`src/rtl/alu_share_arbiter.sv`:
```
// Round-robin share of one combinational ALU between the execute stage (port 0)
// and the address/branch-target unit (port 1), with a one-deep registered response.
module alu_share_arbiter #(
    parameter int WIDTH = 16,
    parameter int CNTW  = 8
) (
    input  logic             clk,
    input  logic             rst,
    input  logic             flush,

    input  logic             req0_valid,
    input  logic [4:0]       req0_op,
    input  logic [1:0]       req0_funct,
    input  logic [WIDTH-1:0] req0_a,
    input  logic [WIDTH-1:0] req0_b,
    output logic             req0_ready,

    input  logic             req1_valid,
    input  logic [4:0]       req1_op,
    input  logic [1:0]       req1_funct,
    input  logic [WIDTH-1:0] req1_a,
    input  logic [WIDTH-1:0] req1_b,
    output logic             req1_ready,

    output logic [4:0]       alu_op,
    output logic [1:0]       alu_funct,
    output logic [WIDTH-1:0] alu_a,
    output logic [WIDTH-1:0] alu_b,
    input  logic [WIDTH-1:0] alu_out,
    input  logic             alu_ofl,

    output logic             rsp_valid,
    output logic             rsp_id,
    output logic [WIDTH-1:0] rsp_data,
    output logic             rsp_ofl,
    input  logic             rsp_ready,

    output logic [CNTW-1:0]  gnt_cnt0,
    output logic [CNTW-1:0]  gnt_cnt1,
    output logic [CNTW-1:0]  stall_cnt
);

    typedef enum logic {
        EMPTY = 1'b0,
        FULL  = 1'b1
    } state_t;

    state_t state;
    logic   last;
    logic   gnt_any;
    logic   gnt_id;
    logic   can_accept;
    logic   accept;

    function automatic logic [CNTW-1:0] sat_inc(input logic [CNTW-1:0] v);
        return (&v) ? v : v + 1'b1;
    endfunction

    // Tie goes to the port that did not win the previous accept.
    always_comb begin
        gnt_any = req0_valid || req1_valid;
        gnt_id  = 1'b0;
        if (req0_valid && req1_valid) begin
            gnt_id = ~last;
        end else if (req1_valid) begin
            gnt_id = 1'b1;
        end
    end

    assign can_accept = !flush && (state == EMPTY || rsp_ready);
    assign accept     = can_accept && gnt_any;
    assign req0_ready = accept && !gnt_id;
    assign req1_ready = accept &&  gnt_id;

    // The ALU sees the granted operation even while the response slot is blocked.
    always_comb begin
        alu_op    = '0;
        alu_funct = '0;
        alu_a     = '0;
        alu_b     = '0;
        if (gnt_any) begin
            if (gnt_id) begin
                alu_op    = req1_op;
                alu_funct = req1_funct;
                alu_a     = req1_a;
                alu_b     = req1_b;
            end else begin
                alu_op    = req0_op;
                alu_funct = req0_funct;
                alu_a     = req0_a;
                alu_b     = req0_b;
            end
        end
    end

    assign rsp_valid = (state == FULL);

    always_ff @(posedge clk or negedge rst) begin
        if (!rst) begin
            state     <= EMPTY;
            rsp_id    <= 1'b0;
            rsp_data  <= '0;
            rsp_ofl   <= 1'b0;
            last      <= 1'b1;
            gnt_cnt0  <= '0;
            gnt_cnt1  <= '0;
            stall_cnt <= '0;
        end else begin
            if (accept) begin
                state    <= FULL;
                rsp_id   <= gnt_id;
                rsp_data <= alu_out;
                rsp_ofl  <= alu_ofl;
                last     <= gnt_id;
                if (gnt_id) begin
                    gnt_cnt1 <= sat_inc(gnt_cnt1);
                end else begin
                    gnt_cnt0 <= sat_inc(gnt_cnt0);
                end
            end else if (flush || rsp_ready) begin
                state <= EMPTY;
            end

            if (gnt_any && !accept) begin
                stall_cnt <= sat_inc(stall_cnt);
            end
        end
    end

endmodule
```
`config.mk`:
```
export PLATFORM = sky130hd
export DESIGN_NAME = alu_share_arbiter
export DESIGN_NICKNAME = d
export VERILOG_FILES = /design/src/rtl/alu_share_arbiter.sv
export SDC_FILE = /design/constraint.sdc
export NUM_CORES = 1
export LEC_CHECK = 0
export CAP_MARGIN = 20
export CORE_ASPECT_RATIO = 1.2
export CORE_UTILIZATION = 38
export CTS_CLUSTER_SIZE = 8
export DETAILED_ROUTE_END_ITERATION = 8
export HOLD_SLACK_MARGIN = 0.03
export PLACE_DENSITY = 0.87
export SLEW_MARGIN = 20
export SYNTH_ARGS = -nofsm -noshare
export SYNTH_HDL_FRONTEND = slang
export SYNTH_SLANG_ARGS = --single-unit
```
`constraint.sdc`:
```
create_clock -name clk -period 3.6 [get_ports clk]
set_input_delay 0.36 -clock clk [delete_from_list [all_inputs] [get_ports clk]]
set_output_delay 0.36 -clock clk [all_outputs]
set_load 0.05 [all_outputs]
```
==> results.md <==
- Total GRT Usage: 0.2564
- Crit Reg-Reg Endpoint: gnt_cnt1[1]$_DFFE_PN0P_
- Root buf cell: clkbuf_8
- Clock sink total: 44
- Min Hold Slack: 0.05171 ns
- Hold Buf Count CTS: 0
- Critical path type: in -> out
- Ports: 185
- Cells after synthesis: 297
- Slew Limit Headroom: 0.4807
- Setup crit start: req0_valid
- Num CTS Buffers: 5
- Post-synthesis sequential area ratio: 0.4252
- Vias in the first global route: between 2000 and 3000
- Post-DRT Antenna Nets: 0
- Mapped Nets: roughly 400
- CTS resizes: 0
- Synth unique cells: 38
- Finish-stage setup viols: 0
- CTS tree: done
- Crit path top cell by count: buf_4
- R2R cell count: 5
- Critical Path AT: 2.08 ns
- Run status: finished, final reports clean
- Static Leakage: ~2.1 nW
- R2R Path Start: last$_DFFE_PN1P_
- Drt total wl: between 9000 and 10000 um
- Total power: 2.761 mW
- CTS max path bufs: 2
- GR Overflow Total: 0
- Drt initial violations: 76
- Crit-path slowest cell: clkdlybuf4s50_1
- EDFF count, synth: 0
- CP Launch Type: input port
- Largest net degree at the start of global routing: 45
- Via count: 2911
- # Post-CTS Setup Buffers: 0
- Most used DFF post-synth: dfrtp_1
- Reg2Reg Setup Slack: 1.65 ns
- # DRC: 0
- Routed WL per cell: 16.54 um
- Yosys reg bits: 44
- Synth area leader: dfrtp_1
- Nets@finish: approximately 580
- # fillers: 444
- Initial Util: 0.3972
- Share of layout cells above drive strength 1: 0.1705
- Cell Area, Synth: 2592 um^2
- Unrepaired setup endpoints after global routing: no
- RePlAce Congestion: approximately 0.84
- H-tree lvl count: 2
- Vias/cell: about 5.2
- CORE AREA: 6526 um^2
- Max cap viols: 0
- Setup_tns: 0 ns
- Min Tclk post-route: 2.444 ns
- Slew Limit Fails: 0
- Post-synth top cells: 85 x nand2_1, 43 x dfrtp_1, 39 x o21ai_0
- Die area: 7158 um^2
- CP Capture Type: output port
- Placed wire-length estimate: 7229 um
- Count leader, synth: nand2_1
- Synth-to-layout area growth: 92.04%
- Die H: 92.48 um
- Worst slew pin tran: 0.7764 ns
- Final period util: 0.6789
- Async S/R FF share, synth: 1.000
- Clock Latency Late Sink: 0.29 ns
- Reg area: 1102 um^2
- Worst-path clk slew: 0.08 ns
- DIE WIDTH: just under 80 um
- CP max stage delay: 0.53 ns
- First-pass GRT wire length: 14370 um
- Yosys top cell area share: 0.4151
- Largest cells by area after synthesis: dfrtp_1 42%, nand2_1 12%, mux2_2 10%
- Std-Cell Rows: 32
- Worst Path Buf+Inv: 3
- Initial antenna violation count: 1
- PwrDens: 554.6 nW/um^2
- CP top delay family: buffers and inverters
- Final hold violation count: 0
- Fmax: 409.2 MHz
- Peak supply drop: between 0.5 and 0.6 mV
- Combined area of the multi-input logic cells: 1388 um^2
- Syn_area_per_cell: 8.729 um^2
- Clk_skew: 0.006512 ns
- Port Buffers: 184
- Largest fanout on the critical path: 42
- Worst path cell trace: clkdlybuf4s50_1 -> buf_4 -> o2111a_1 -> buf_4
- Syn. warnings: 0
- Initial DRT Pass Iterations: 4
- Hold crit path type: in -> async
- Ant diodes: 0
- CP required: between 3 and 4 ns
[area by class of cell]
cell class | instances | share of cell area
Clock buffer | 6 | 0.01458
Clock inverter | 2 | 0.007037
Tap cell | 85 | 0.02136
Timing Repair Buffer | 187 | 0.4539
Sequential cell | 44 | 0.2214
Inverter | 4 | 0.003016
Multi-Input combinational cell | 232 | 0.2787
[worst max path at each step]
| stage | end | slack [ns] | cells past startpoint |
|---|---|---|---|
| final | req0_ready | 1.16 | 4 |
| after global routing | req0_ready | 1.10 | 4 |
| after CTS | req0_ready | 1.17 | 4 |
| after detailed placement | rsp_data[6]$_DFFE_PN0P_ | 0.92 | 5 |
| after global placement | rsp_data[5]$_DFFE_PN0P_ | 0.99 | 5 |
| after floorplan | alu_a[10] | 1.10 | 5 |
[metrics by stage]
stage,instances,utilization,area [um^2],worst slack (ns)
2_1_floorplan,297,-,2592,1.104
3_3_place_gp,552,0.7460,4868,0.9876
3_5_place_dp,552,0.7460,4868,0.9181
4_1_cts,560,0.7625,4976,1.167
5_1_grt,560,0.7628,4979,1.098
6_report,560,0.7628,4979,1.156
[cell families after synthesis]
group / Yosys count / synth area share
muxes: 26 / 0.1144
buffers and inverters: 21 / 0.03958
xor gates and xnor gates: 7 / 0.02365
DFF: 44 / 0.4252
and+or+nand+nor: 130 / 0.2331
adders and majority gates: 3 / 0.01448
AOI/OAI and AO/OA: 66 / 0.1496
[layer usage]
layer | global-route usage | routed length, um | vias to the layer above
li1 | - | - | 1386
met1 | 0.2584 | 3306 | 1344
met2 | 0.4631 | 4569 | 163
met3 | 0.1123 | 1161 | 18
met4 | 0.09277 | 227 | 0
met5 | 0 | 0 | -
[registers in the layout, summed over array words and instances, names as in the netlist]
name,flops
rsp_data,16
gnt_cnt0,8
gnt_cnt1,8
stall_cnt,8
last,1
rsp_id,1
rsp_ofl,1
rsp_valid,1
[where the power goes]
| part | internal, mW | leakage (nW) | total (mW) | switching [mW] |
|---|---|---|---|---|
| Sequential | 0.626 | 0.537 | 0.800 | 0.173 |
| Combinational | 0.641 | 1.51 | 1.58 | 0.943 |
| Clock | 0.206 | 0.0552 | 0.378 | 0.172 |
| Total | 1.47 | 2.10 | 2.76 | 1.29 |
[cells in the final DEF (no fill, tap or decap), types with 2 or more instances in the layout]
cell type,n
nand3_1,10
a21o_1,2
ha_1,3
o21a_1,2
mux2_1,2
a41oi_1,2
nand2b_1,3
clkdlybuf4s50_1,142
xor2_1,4
mux2_2,23
nand2_1,85
inv_1,4
o21ai_0,39
clkbuf_8,5
xnor2_1,3
and3_1,9
nor2b_1,3
buf_4,5
a31oi_1,4
buf_12,40
dfrtp_1,43
a21oi_1,10
nor2_1,6
nand4_1,9
(Power assumes the default switching activity.)
